[src/rtl/feed_progress_overlay.sv]
// Feed timer FSM driving a proportional progress bar, plus a 2-stage VGA overlay for the label and bar.
// Define FEED_PAUSE_EN to add a PAUSE state that freezes progress while feed is low.
module feed_progress_overlay #(
    parameter int unsigned NUM_SEGS      = 10,
    parameter int unsigned TICKS_PER_SEC = 50000000,
    parameter int unsigned DUR_W         = 8,
    parameter int unsigned LABEL_LEN     = 10,
    parameter logic [8*LABEL_LEN-1:0] LABEL_TEXT = "~hhglqjxyz",
    parameter int unsigned LBL_X0        = 60,
    parameter int unsigned LBL_Y0        = 165,
    parameter int unsigned BAR_X0        = 14,
    parameter int unsigned BAR_Y0        = 10,
    parameter int unsigned BAR_PITCH     = 64,
    parameter int unsigned BAR_W         = 50,
    parameter int unsigned BAR_H         = 80
) (
    input  logic             clk,
    input  logic             reset,
    input  logic             feed,
    input  logic [DUR_W-1:0] duration,
    input  logic [9:0]       x,
    input  logic [8:0]       y,
    output logic             busy,
    output logic             done_pulse,
    output logic [4:0]       filled_segs,
    output logic             label_hit,
    output logic             bar_hit,
    output logic [7:0]       char_code,
    output logic [18:0]      sprite_addr
);
    localparam int unsigned ACC_W  = DUR_W + 5;
    localparam int unsigned TICK_W = (TICKS_PER_SEC > 1) ? $clog2(TICKS_PER_SEC) : 1;
    localparam int unsigned CELL_W = 50;
    localparam int unsigned IDX_W  = 4;
    localparam int unsigned DX_W   = 10;
    localparam int unsigned DY_W   = 9;

    typedef enum logic [1:0] {S_IDLE, S_RUN, S_DONE, S_PAUSE} state_t;

    state_t               state_q, state_d;
    logic [DUR_W-1:0]     dur_q, dur_d;
    logic [TICK_W-1:0]    tick_q, tick_d;
    logic [ACC_W-1:0]     secs_q, secs_d, acc_q, acc_d;
    logic [4:0]           filled_q, filled_d;
    logic                 busy_q, busy_d, done_q, done_d;

    logic [LABEL_LEN-1:0] lvec_q, lvec_d;
    logic [NUM_SEGS-1:0]  bvec_q, bvec_d;
    logic [IDX_W-1:0]     idx_q, idx_d, lidx, bidx;
    logic [DX_W-1:0]      dx_q, dx_d;
    logic [DY_W-1:0]      dy_q, dy_d;

    logic                 label_hit_q, label_hit_d, bar_hit_q, bar_hit_d;
    logic [7:0]           char_q, char_d;
    logic [18:0]          addr_q, addr_d;

    logic [ACC_W-1:0]     dur_ext;
    logic                 wrap, norm;
    logic [31:0]          px, py;

    assign dur_ext = ACC_W'(dur_q);
    assign px      = 32'(x);
    assign py      = 32'(y);

    // Feed timer: ticks -> seconds, each second adds NUM_SEGS to acc, normalised by dur one step per cycle
    always_comb begin
        state_d  = state_q;
        dur_d    = dur_q;
        tick_d   = tick_q;
        secs_d   = secs_q;
        acc_d    = acc_q;
        filled_d = filled_q;
        done_d   = 1'b0;
        wrap     = 1'b0;
        norm     = 1'b0;
        case (state_q)
            S_IDLE: begin
                if (feed) begin
                    dur_d    = duration;
                    tick_d   = '0;
                    secs_d   = '0;
                    acc_d    = '0;
                    filled_d = '0;
                    if (duration == '0) begin
                        state_d  = S_DONE;
                        filled_d = 5'(NUM_SEGS);
                        done_d   = 1'b1;
                    end else begin
                        state_d = S_RUN;
                    end
                end
            end
            S_RUN: begin
                if (!feed) begin
`ifdef FEED_PAUSE_EN
                    state_d = S_PAUSE;
`else
                    state_d  = S_IDLE;
                    tick_d   = '0;
                    secs_d   = '0;
                    acc_d    = '0;
                    filled_d = '0;
`endif
                end else if (secs_q == dur_ext && acc_q < dur_ext) begin
                    state_d = S_DONE;
                    done_d  = 1'b1;
                end else begin
                    if (secs_q != dur_ext) begin
                        if (tick_q == TICK_W'(TICKS_PER_SEC - 1)) begin
                            tick_d = '0;
                            secs_d = secs_q + ACC_W'(1);
                            wrap   = 1'b1;
                        end else begin
                            tick_d = tick_q + TICK_W'(1);
                        end
                    end
                    norm  = (acc_q >= dur_ext);
                    acc_d = acc_q + (wrap ? ACC_W'(NUM_SEGS) : '0) - (norm ? dur_ext : '0);
                    if (norm && filled_q < 5'(NUM_SEGS)) begin
                        filled_d = filled_q + 5'd1;
                    end
                end
            end
            S_DONE: begin
                if (!feed) begin
                    state_d  = S_IDLE;
                    filled_d = '0;
                end
            end
`ifdef FEED_PAUSE_EN
            S_PAUSE: begin
                if (feed) begin
                    state_d = S_RUN;
                end
            end
`endif
            default: state_d = S_IDLE;
        endcase
        busy_d = (state_d == S_RUN) || (state_d == S_PAUSE);
    end

    // Pixel stage 1: cell hit vectors, winning cell index and offsets within that cell
    always_comb begin
        lvec_d = '0;
        bvec_d = '0;
        lidx   = '0;
        bidx   = '0;
        for (int k = 0; k < int'(LABEL_LEN); k++) begin
            lvec_d[k] = (px >= 32'(LBL_X0 + CELL_W * k)) && (px < 32'(LBL_X0 + CELL_W * (k + 1))) &&
                        (py >= 32'(LBL_Y0)) && (py < 32'(LBL_Y0 + CELL_W));
        end
        for (int k = 0; k < int'(NUM_SEGS); k++) begin
            bvec_d[k] = (px >= 32'(BAR_X0 + BAR_PITCH * k)) && (px < 32'(BAR_X0 + BAR_PITCH * k + BAR_W)) &&
                        (py >= 32'(BAR_Y0)) && (py < 32'(BAR_Y0 + BAR_H)) && (5'(k) < filled_q);
        end
        for (int k = int'(LABEL_LEN) - 1; k >= 0; k--) begin
            if (lvec_d[k]) lidx = IDX_W'(k);
        end
        for (int k = int'(NUM_SEGS) - 1; k >= 0; k--) begin
            if (bvec_d[k]) bidx = IDX_W'(k);
        end
        if (|lvec_d) begin
            idx_d = lidx;
            dx_d  = DX_W'(px - (32'(LBL_X0) + 32'(CELL_W) * 32'(lidx)));
            dy_d  = DY_W'(py - 32'(LBL_Y0));
        end else begin
            idx_d = bidx;
            dx_d  = DX_W'(px - (32'(BAR_X0) + 32'(BAR_PITCH) * 32'(bidx)));
            dy_d  = DY_W'(py - 32'(BAR_Y0));
        end
    end

    // Pixel stage 2: glyph lookup and sprite address, label wins over bar
    always_comb begin
        label_hit_d = |lvec_q;
        bar_hit_d   = !label_hit_d && (|bvec_q);
        char_d      = '0;
        addr_d      = '0;
        for (int k = 0; k < int'(LABEL_LEN); k++) begin
            if (label_hit_d && idx_q == IDX_W'(k)) begin
                char_d = LABEL_TEXT[8*(int'(LABEL_LEN) - 1 - k) +: 8];
            end
        end
        if (label_hit_d) begin
            addr_d = (19'(char_d) - 19'd33) * 19'd2500 + 19'(dx_q) + 19'(dy_q) * 19'(CELL_W);
        end else if (bar_hit_d) begin
            addr_d = 19'(dx_q) + 19'(dy_q) * 19'(BAR_W);
        end
    end

    always_ff @(posedge clk or negedge reset) begin
        if (!reset) begin
            state_q     <= S_IDLE;
            dur_q       <= '0;
            tick_q      <= '0;
            secs_q      <= '0;
            acc_q       <= '0;
            filled_q    <= '0;
            busy_q      <= 1'b0;
            done_q      <= 1'b0;
            lvec_q      <= '0;
            bvec_q      <= '0;
            idx_q       <= '0;
            dx_q        <= '0;
            dy_q        <= '0;
            label_hit_q <= 1'b0;
            bar_hit_q   <= 1'b0;
            char_q      <= '0;
            addr_q      <= '0;
        end else begin
            state_q     <= state_d;
            dur_q       <= dur_d;
            tick_q      <= tick_d;
            secs_q      <= secs_d;
            acc_q       <= acc_d;
            filled_q    <= filled_d;
            busy_q      <= busy_d;
            done_q      <= done_d;
            lvec_q      <= lvec_d;
            bvec_q      <= bvec_d;
            idx_q       <= idx_d;
            dx_q        <= dx_d;
            dy_q        <= dy_d;
            label_hit_q <= label_hit_d;
            bar_hit_q   <= bar_hit_d;
            char_q      <= char_d;
            addr_q      <= addr_d;
        end
    end

    assign busy        = busy_q;
    assign done_pulse  = done_q;
    assign filled_segs = filled_q;
    assign label_hit   = label_hit_q;
    assign bar_hit     = bar_hit_q;
    assign char_code   = char_q;
    assign sprite_addr = addr_q;

endmodule

[config.mk]
export PLATFORM = sky130hd
export DESIGN_NAME = feed_progress_overlay
export DESIGN_NICKNAME = d
export VERILOG_FILES = /design/src/rtl/feed_progress_overlay.sv
export SDC_FILE = /design/constraint.sdc
export NUM_CORES = 1
export LEC_CHECK = 0
export CAP_MARGIN = 10
export CORE_MARGIN = 2
export CORE_UTILIZATION = 40
export CTS_BUF_LIST = sky130_fd_sc_hd__clkbuf_8
export CTS_CLUSTER_DIAMETER = 60
export DETAILED_ROUTE_END_ITERATION = 6
export SETUP_SLACK_MARGIN = 0.02
export SLEW_MARGIN = 25
export SYNTH_ARGS = -nofsm -noshare
export SYNTH_HDL_FRONTEND = slang
export SYNTH_SLANG_ARGS = --single-unit
[constraint.sdc]
create_clock -name clk -period 7 [get_ports clk]
set_input_delay 1.05 -clock clk [delete_from_list [all_inputs] [get_ports clk]]
set_output_delay 1.05 -clock clk [all_outputs]
set_load 0.02 [all_outputs]
==> impl_metrics.py, run 1 <==
metrics = {
    "run_status": {
        "outcome": "completed",
    },
    "clock_tree": {
        "root_buffer": "clkbuf_8",
        "cts_tree": "built",
        "cts_made_buffers": 17,
        "postCtsHoldBufs": 0,
        "cts_max_path_buffers": 2,
        "htreeDepth": 4,
        "clock_latency_ns": 0.50,
        "clock-sinks": 139,
        "path_clk_slew_ns": 0.09,
    },
    "layout": {
        "multiInputGateArea_um2": 8460,
        "area_growth_pct": 14.6,
        "drive_above_1_share_pct": 8.83,
        "nFillCells": 2974,
        "seq_area_um2": 3480,
        "diodes": 0,
        "nets": 1753,
    },
    "synth": {
        "synth_edf_count": 0,
        "synth_area_per_cell_um2": 8.86,
        "yosysWarnings": 0,
        "netlist_area_um2": 12600,
        "seq_area_frac_synth_pct": 27.6,
        "ys.flop_type": "dfrtp_1",
        "ys_ff_latch": 139,
        "postSynth.asyncResetShare_pct": 100,
        "synthesis.instances": 1422,
        "synth_nets": 1671,
        "synth_cell_types": 85,
    },
    "worst_setup_path": {
        "critPathKind": "reg -> reg",
        "critPathBufInv": 6,
        "crit_top_cell": "inv_1",
        "r2r_start": "idx_q[1]$_DFF_PN0_",
        "worstRegToRegCells": 33,
        "start_kind": "flop",
        "regToRegSetupSlack_ns": 0.27,
        "arrival_ns": 7.09,
        "cp_slowest_cell": "fa_1",
        "timing.rr.end": "sprite_addr[18]$_DFF_PN0_",
        "worstPathMaxFanout": 5,
        "crit_family": "adder cells",
        "worstSetupEndpointType": "flop",
        "required_ns": 7.36,
        "critPathMaxStageDelay_ns": 0.53,
    },
    "floorplan": {
        "die_width_um": 181,
        "initial_core_util_pct": 40.8,
        "rows": 64,
        "boundaryPins": 66,
        "die_area_um2": 32900,
        "core_area_um2": 30800,
        "die_height_um": 181,
    },
    "drt": {
        "drtIter0Drc": 439,
        "firstDrtPassIters": 5,
        "dr_total_vias": 10047,
        "viasPerCell": 5.25,
        "drt-wirelength-per-cell_um": 15.1,
        "drc": 0,
        "ant_nets": 0,
        "drt-total-wl_um": 28900,
    },
    "hold_path": {
        "worstHoldEndpoint": "sprite_addr[0]$_DFF_PN0_",
        "holdPathStages": 1,
        "hold_path.class": "reg -> reg",
        "hp-start": "dx_q[0]$_DFF_PN0_",
    },
    "placement": {
        "dp_hpwl_um": 22800,
        "dp_slack_ns": -0.00889,
        "place.gp.congestion": 0.848,
        "portBuffers": 64,
    },
    "sta": {
        "worst_pin_slew_ns": 0.745,
        "setup_violations": 0,
        "maxSlewHeadroom_pct": 49.9,
        "skew_ns": 0.0189,
        "fin_crit_ns": 6.73,
        "finalHoldViolations": 0,
        "tns_ns": 0,
        "fmax_mhz": 149,
        "report.final.slew_viol_count": 0,
        "layout_worst_path_cycle_share_pct": 96.2,
        "fin_ws_ns": 0.269,
    },
    "run": {
        "cap_violations": 0,
    },
    "global_routing": {
        "grt_usage_pct": 18.2,
        "antenna_found_initial": 0,
        "grt-ovfl-total": 0,
        "grt_pass1_vias": 9911,
        "grt_pass1_wl_um": 49100,
        "grt_max_degree": 78,
    },
}
[synth_stat cells (all sizes together) (14+ instances only)]
| cell type | n | area share (%) |
|---|---|---|
| inv | 193 | 5.8 |
| ha | 182 | 18 |
| dfrtp | 139 | 28 |
| nor2 | 115 | 3.4 |
| o21ai | 90 | 3.7 |
| nand2 | 88 | 2.6 |
| xnor2 | 69 | 4.9 |
| a21oi | 68 | 2.9 |
| xor2 | 41 | 2.9 |
| fa | 37 | 5.9 |
| nand3 | 35 | 1.4 |
| nor3 | 34 | 1.4 |
| and3 | 22 | 1.1 |
| nor2b | 20 | 0.99 |
| buf | 17 | 0.83 |
| o31ai | 16 | 0.95 |
| a21o | 15 | 0.89 |
| clkbuf | 15 | 0.45 |
| o21a | 15 | 0.89 |
| nand2b | 14 | 0.70 |
[cell usage in the layout, fill, tap and decap left out, drive strengths merged, types with 11 or more instances in the layout]
cell type,netlist,layout
xnor2,69,69
nor2b,20,20
nand2,88,88
a21oi,68,68
ha,182,182
inv,193,202
fa,37,37
dfrtp,139,139
o31ai,16,16
nand2b,14,14
o22ai,11,11
nor3,34,34
xor2,41,41
clkdlybuf4s50,0,63
clkbuf,15,17
a21o,15,15
and3,22,22
or3,12,12
nand4,12,12
o21a,15,15
o21ai,90,90
buf,17,32
nor2,115,115
nand3,35,35
a211oi,11,11
[final cells by class]
class / count / share of cell area [%]
Tap cell: 396 / 3.43
Multi-Input combinational cell: 1057 / 58.6
Sequential cell: 139 / 24.1
Timing Repair Buffer: 95 / 6.08
Clock buffer: 17 / 1.62
Clock inverter: 15 / 1.08
Inverter: 194 / 5.04
[state kept, by name (all words and copies together), names as in the netlist]
| name | count |
|---|---|
| lvec_q | 10 |
| state_q | 2 |
| acc_q | 13 |
| busy | 1 |
| dur_q | 8 |
| dy_q | 9 |
| dx_q | 10 |
| bar_hit | 1 |
| bvec_q | 10 |
| idx_q | 4 |
| filled_segs | 5 |
| sprite_addr | 19 |
| secs_q | 13 |
| done_pulse | 1 |
| char_code | 6 |
| label_hit | 1 |
| tick_q | 26 |
[worst max-delay path by stage]
stage                        start                   endpoint  slack, ns  cells past startpoint
5_1_grt         idx_q[1]$_DFF_PN0_  sprite_addr[18]$_DFF_PN0_      -0.03                     33
6_report        idx_q[1]$_DFF_PN0_  sprite_addr[18]$_DFF_PN0_       0.27                     33
3_3_place_gp   lvec_q[1]$_DFF_PN0_  sprite_addr[18]$_DFF_PN0_       0.08                     31
3_5_place_dp   lvec_q[1]$_DFF_PN0_  sprite_addr[17]$_DFF_PN0_     -0.009                     30
2_1_floorplan  lvec_q[1]$_DFF_PN0_  sprite_addr[18]$_DFF_PN0_       0.03                     32
4_1_cts        lvec_q[1]$_DFF_PN0_  sprite_addr[18]$_DFF_PN0_       0.07                     34
[metal layers]
metal  GRT usage, %  up-vias  share of wire (%)
met5              0        -                  0
met1           25.1     4784                 49
met2           29.7      154                 46
met4           5.79        0                1.9
met3           2.63       33                2.9
li1               -     5076                  -
[kinds of logic after synthesis]
| group | Yosys count | synth area share (%) |
|---|---|---|
| other | 1 | 0.0298 |
| AO/OA/AOI/OAI | 303 | 15.7 |
| XOR/XNOR | 110 | 7.71 |
| multiplexers | 14 | 1.20 |
| adder cells (fa/ha/maj) | 219 | 24.0 |
| buffers and inverters | 226 | 7.06 |
| AND/OR/NAND/NOR | 410 | 16.7 |
| flip-flops | 139 | 27.6 |
[what timing repair did]
item                       in CTS  in global routing
buffers inserted                0                  5
resized for setup               5                 36
pin swaps                       0                 17
setup endpoints to repair       2                  6
[through the flow]
stage / hold slack [ns] / instances / cell area (um2) / util, %
after CTS: 0.486 / 1908 / 14200 / 46.1
final: 0.479 / 1913 / 14400 / 46.8
after floorplan: 0.439 / 1422 / 12600 / -
after detailed placement: 0.464 / 1876 / 13800 / 44.7
after global routing: 0.519 / 1913 / 14400 / 46.8
after global placement: 0.455 / 1876 / 13800 / 44.7
Power of run 1 is not shown: default switching activity piles up to over one toggle a cycle in this logic, so the estimate is an artifact.
==> run 2, diff against run 1 <==
Settings changed: CORE_MARGIN 2 to default.
==> run 2 against run 1 <==
  * The run now ends with DRC left
  * Final cell count up 0.10%
  * Die area down 2.2%
  * Critical path depth up 2
  * Cell area up 0.14%
  * Worst setup slack better by 0.088 ns
  * Via count up 0.33%
  * Fmax up 1.3%
  * Core utilization up 0.19 points
  * Critical path type unchanged
  * Critical endpoint unchanged
  * Highest routed layer unchanged
==> impl_metrics.py, run 2 (synthesis results as in run 1) <==
metrics = {
    "global_routing": {
        "antenna_found_initial": 1,
        "grt-ovfl-total": 0,
        "grt_usage_pct": 18.4,
        "grt_pass1_wl_um": 48400,
        "grt_pass1_vias": 9873,
        "grt_max_degree": 79,
    },
    "clock_tree": {
        "htreeDepth": 4,
        "clock-sinks": 139,
        "path_clk_slew_ns": 0.09,
        "clock_latency_ns": 0.48,
        "cts_max_path_buffers": 2,
        "root_buffer": "clkbuf_8",
        "cts_tree": "built",
        "cts_made_buffers": 17,
        "postCtsHoldBufs": 0,
    },
    "floorplan": {
        "core_area_um2": 30700,
        "rows": 64,
        "die_width_um": 179,
        "initial_core_util_pct": 41.0,
        "die_area_um2": 32200,
        "boundaryPins": 66,
        "die_height_um": 179,
    },
    "sta": {
        "maxSlewHeadroom_pct": 49.1,
        "fmax_mhz": 151,
        "fin_crit_ns": 6.64,
        "tns_ns": 0,
        "finalHoldViolations": 0,
        "skew_ns": 0.0217,
        "layout_worst_path_cycle_share_pct": 94.9,
        "report.final.slew_viol_count": 0,
        "worst_pin_slew_ns": 0.761,
        "setup_violations": 0,
    },
    "layout": {
        "instances_no_fill": 1915,
        "multiInputGateArea_um2": 8440,
        "drive_above_1_share_pct": 8.89,
        "regMostFlops": "tick_q",
        "largest_register_ffs": 26,
        "final_common_cell": "inv_1",
        "area_growth_pct": 14.8,
        "nets": 1754,
        "seq_area_um2": 3480,
        "final_cell_mix": "190 x inv_1, 175 x ha_1, 138 x dfrtp_1, 109 x nor2_1, 86 x nand2_1",
        "nFillCells": 2972,
    },
    "drt": {
        "drt-total-wl_um": 28700,
        "drc": 2,
        "viasPerCell": 5.26,
        "dr_total_vias": 10080,
        "highest_layer": "met4",
        "drtIter0Drc": 556,
        "drt-wirelength-per-cell_um": 15.0,
        "ant_nets": 0,
        "wirelength_met1_um": 14100,
        "wl_met3_um": 825,
        "dr_wl_met2_um": 13200,
        "firstDrtPassIters": 7,
    },
    "worst_setup_path": {
        "critPathBufInv": 9,
        "crit_family": "adder cells",
        "cp_slowest_cell": "fa_1",
        "worstPathMaxFanout": 5,
        "timing.rr.end": "sprite_addr[18]$_DFF_PN0_",
        "start_kind": "flop",
        "arrival_ns": 7.00,
        "required_ns": 7.35,
        "critPathLaunch": "lvec_q[2]$_DFF_PN0_",
        "regToRegSetupSlack_ns": 0.36,
        "worstRegToRegCells": 35,
        "crit_top_cell": "inv_1",
        "critPathKind": "reg -> reg",
        "worstSetupEndpointType": "flop",
        "r2r_start": "lvec_q[2]$_DFF_PN0_",
        "critPathMaxStageDelay_ns": 0.53,
    },
    "hold_path": {
        "hp-start": "dx_q[0]$_DFF_PN0_",
        "hold_path.class": "reg -> reg",
        "worstHoldEndpoint": "sprite_addr[0]$_DFF_PN0_",
        "holdPathStages": 1,
    },
    "placement": {
        "placed_cells": 1876,
        "dp_hpwl_um": 22700,
        "place.gp.congestion": 0.879,
        "portBuffers": 64,
    },
    "run_status": {
        "violations": "DRC",
        "outcome": "complete, but fails checks",
    },
    "run": {
        "cap_violations": 0,
    },
}
==> run 2: layer usage <==
metal	up-vias	GRT usage, %
li1	5084	-
met3	38	2.55
met4	0	6.03
met2	160	30.5
met5	-	0
met1	4798	24.7
==> run 2: final cells by class <==
class,count,share of cell area [%]
multi-input combinational,1057,58.4
tap,396,3.43
timing repair buffer,96,6.21
antenna,1,0.0173
clock inverter,15,1.26
clock buffer,17,1.62
sequential,139,24.1
inverter,194,5.04
==> run 2: worst max path at each step <==
stage                                end  slack [ns]  depth (start not counted)
6_report       sprite_addr[18]$_DFF_PN0_        0.36                         35
5_1_grt        sprite_addr[18]$_DFF_PN0_       -0.06                         36
4_1_cts        sprite_addr[17]$_DFF_PN0_        0.08                         30
3_5_place_dp   sprite_addr[18]$_DFF_PN0_       -0.01                         33
3_3_place_gp   sprite_addr[18]$_DFF_PN0_        0.14                         31
2_1_floorplan  sprite_addr[18]$_DFF_PN0_        0.03                         32
==> run 2: what timing repair did <==
item	CTS	global route
setup endpoints to repair	1	5
gates resized for setup	3	33
setup buffers	0	6
pin swaps	0	19
==> run 2: stage by stage <==
step	util (%)	worst slack [ns]	hold WS [ns]	instance area (um2)
finish	47.0	0.356	0.457	14500
global route	47.0	-0.0551	0.487	14500
CTS	46.3	0.0769	0.459	14200
detailed placement	44.8	-0.0135	0.452	13800
global placement	44.8	0.138	0.448	13800
floorplan	-	0.0311	0.439	12600
Power of run 2 is left out for the same reason.
==> run 3, diff against run 2 <==
Settings changed: CORE_ASPECT_RATIO from default to 1.5, SLEW_MARGIN 25 to 20.
==> run 3 against run 2 <==
  * The flow now finishes without violations
  * Fmax fell by 0.48%
  * Hold slack better by 0.028 ns
  * Non-clock buffer count rose by 5
  * Sequential share of layout area hardly changed
  * Worst setup slack worse by 0.032 ns
  * Critical path depth fell by 3
  * Clock-buffer cell count increased by 3
  * Core utilization is 0.34 points lower
  * Final cell count increased by 0.68%
  * Global-route usage is 1.3 points higher
  * Largest cell class unchanged
==> impl_metrics.py, run 3 (synthesis results as in run 1) <==
metrics = {
    "worst_setup_path": {
        "critPathMaxStageDelay_ns": 0.52,
        "arrival_ns": 7.05,
        "regToRegSetupSlack_ns": 0.32,
        "cp_slowest_cell": "fa_1",
        "critPathKind": "reg -> reg",
        "worstSetupEndpointType": "flop",
        "timing.rr.end": "sprite_addr[18]$_DFF_PN0_",
        "r2r_start": "lvec_q[2]$_DFF_PN0_",
        "worstRegToRegCells": 32,
        "start_kind": "flop",
        "crit_top_cell": "inv_1",
        "worstPathMaxFanout": 6,
        "required_ns": 7.37,
    },
    "floorplan": {
        "initial_core_util_pct": 40.6,
        "die_height_um": 219,
        "boundaryPins": 66,
        "die_area_um2": 32200,
        "rows": 79,
        "core_area_um2": 31000,
        "die_width_um": 147,
    },
    "clock_tree": {
        "clock_latency_ns": 0.49,
        "htreeDepth": 4,
        "cts_max_path_buffers": 2,
        "root_buffer": "clkbuf_8",
        "cts_made_buffers": 17,
        "cts_tree": "built",
        "clock-sinks": 139,
        "path_clk_slew_ns": 0.09,
    },
    "layout": {
        "regMostFlops": "tick_q",
        "nets": 1759,
        "multiInputGateArea_um2": 8450,
        "stdcell_area_um2": 14500,
        "final_common_cell": "inv_1",
        "largest_register_ffs": 26,
        "area_growth_pct": 15.0,
        "diodes": 0,
        "drive_above_1_share_pct": 9.19,
        "final_cell_mix": "190 x inv_1, 174 x ha_1, 138 x dfrtp_1, 112 x nor2_1, 87 x nand2_1",
        "nFillCells": 3060,
        "seq_area_um2": 3480,
    },
    "global_routing": {
        "antenna_found_initial": 0,
        "grt-ovfl-total": 0,
        "grt_max_degree": 82,
        "grt_pass1_wl_um": 50100,
        "grt_usage_pct": 19.7,
        "grt_pass1_vias": 10382,
    },
    "hold_path": {
        "hp-start": "acc_q[11]$_DFFE_PN0P_",
        "holdPathStages": 2,
        "worstHoldEndpoint": "acc_q[11]$_DFFE_PN0P_",
        "hold_path.class": "reg -> reg",
    },
    "sta": {
        "skew_ns": 0.0208,
        "setup_violations": 0,
        "maxSlewHeadroom_pct": 36.2,
        "worst_pin_slew_ns": 0.957,
        "finalHoldViolations": 0,
        "report.final.slew_viol_count": 0,
        "fmax_mhz": 150,
        "layout_worst_path_cycle_share_pct": 95.4,
        "fin_crit_ns": 6.68,
    },
    "run": {
        "cap_violations": 0,
    },
    "drt": {
        "drt-wirelength-per-cell_um": 15.8,
        "drt-total-wl_um": 30500,
        "ant_nets": 0,
        "dr_total_vias": 10260,
        "viasPerCell": 5.32,
        "firstDrtPassIters": 5,
        "drc": 0,
        "drtIter0Drc": 415,
    },
    "placement": {
        "place_area_um2": 13800,
        "portBuffers": 64,
        "place.gp.congestion": 0.848,
        "dp_hpwl_um": 24300,
    },
    "run_status": {
        "outcome": "completed",
    },
}
run 3: layout make-up:
type	instances	area share [%]
multi-input cells	1057	58.4
flip-flops and latches	139	24.0
repair buffers	101	6.40
inverters	194	5.03
well taps	405	3.50
clock buffers	20	1.90
clock inverters	12	0.786
run 3: what timing repair did:
item,CTS,global route
pin swaps,0,26
hold buffers,0,0
buffers inserted,0,14
setup endpoints to repair,4,7
gates resized for setup,7,37
run 3: routing by layer:
layer | vias to the layer above | GRT usage [%] | wire, um
li1 | 5087 | - | -
met1 | 4948 | 19.7 | 11800
met2 | 162 | 38.7 | 16800
met3 | 63 | 3.31 | 785
met4 | 0 | 9.86 | 1200
met5 | - | 0 | 0
run 3: worst max path at each step:
| stage | from | slack (ns) | end |
|---|---|---|---|
| after floorplan | lvec_q[1]$_DFF_PN0_ | 0.03 | sprite_addr[18]$_DFF_PN0_ |
| after global placement | lvec_q[1]$_DFF_PN0_ | 0.02 | sprite_addr[18]$_DFF_PN0_ |
| after detailed placement | idx_q[2]$_DFF_PN0_ | -0.11 | sprite_addr[18]$_DFF_PN0_ |
| after CTS | lvec_q[0]$_DFF_PN0_ | 0.03 | sprite_addr[17]$_DFF_PN0_ |
| after global routing | idx_q[1]$_DFF_PN0_ | -0.05 | sprite_addr[18]$_DFF_PN0_ |
| final | lvec_q[2]$_DFF_PN0_ | 0.32 | sprite_addr[18]$_DFF_PN0_ |
run 3: critical path: cells and delay by family (launching register included):
family,cells,cell delay (ns)
AO/OA/AOI/OAI,6,0.95
XOR/XNOR,2,0.33
adder cells (fa/ha/maj),8,2.81
buffers and inverters,8,0.52
flip-flops,1,0.40
AND/OR/NAND/NOR,8,1.51
run 3: per-stage QoR:
stage / std cells / hold WS (ns) / TNS, ns / setup WS [ns] / utilization (%)
2_1_floorplan: 1422 / 0.439 / 0 / 0.0311 / -
3_3_place_gp: 1882 / 0.466 / 0 / 0.0172 / 44.4
3_5_place_dp: 1882 / 0.473 / -0.173 / -0.108 / 44.4
4_1_cts: 1914 / 0.495 / 0 / 0.0309 / 45.7
5_1_grt: 1928 / 0.519 / -0.0457 / -0.0457 / 46.7
6_report: 1928 / 0.484 / 0 / 0.324 / 46.7
Power of run 3 is left out for the same reason.
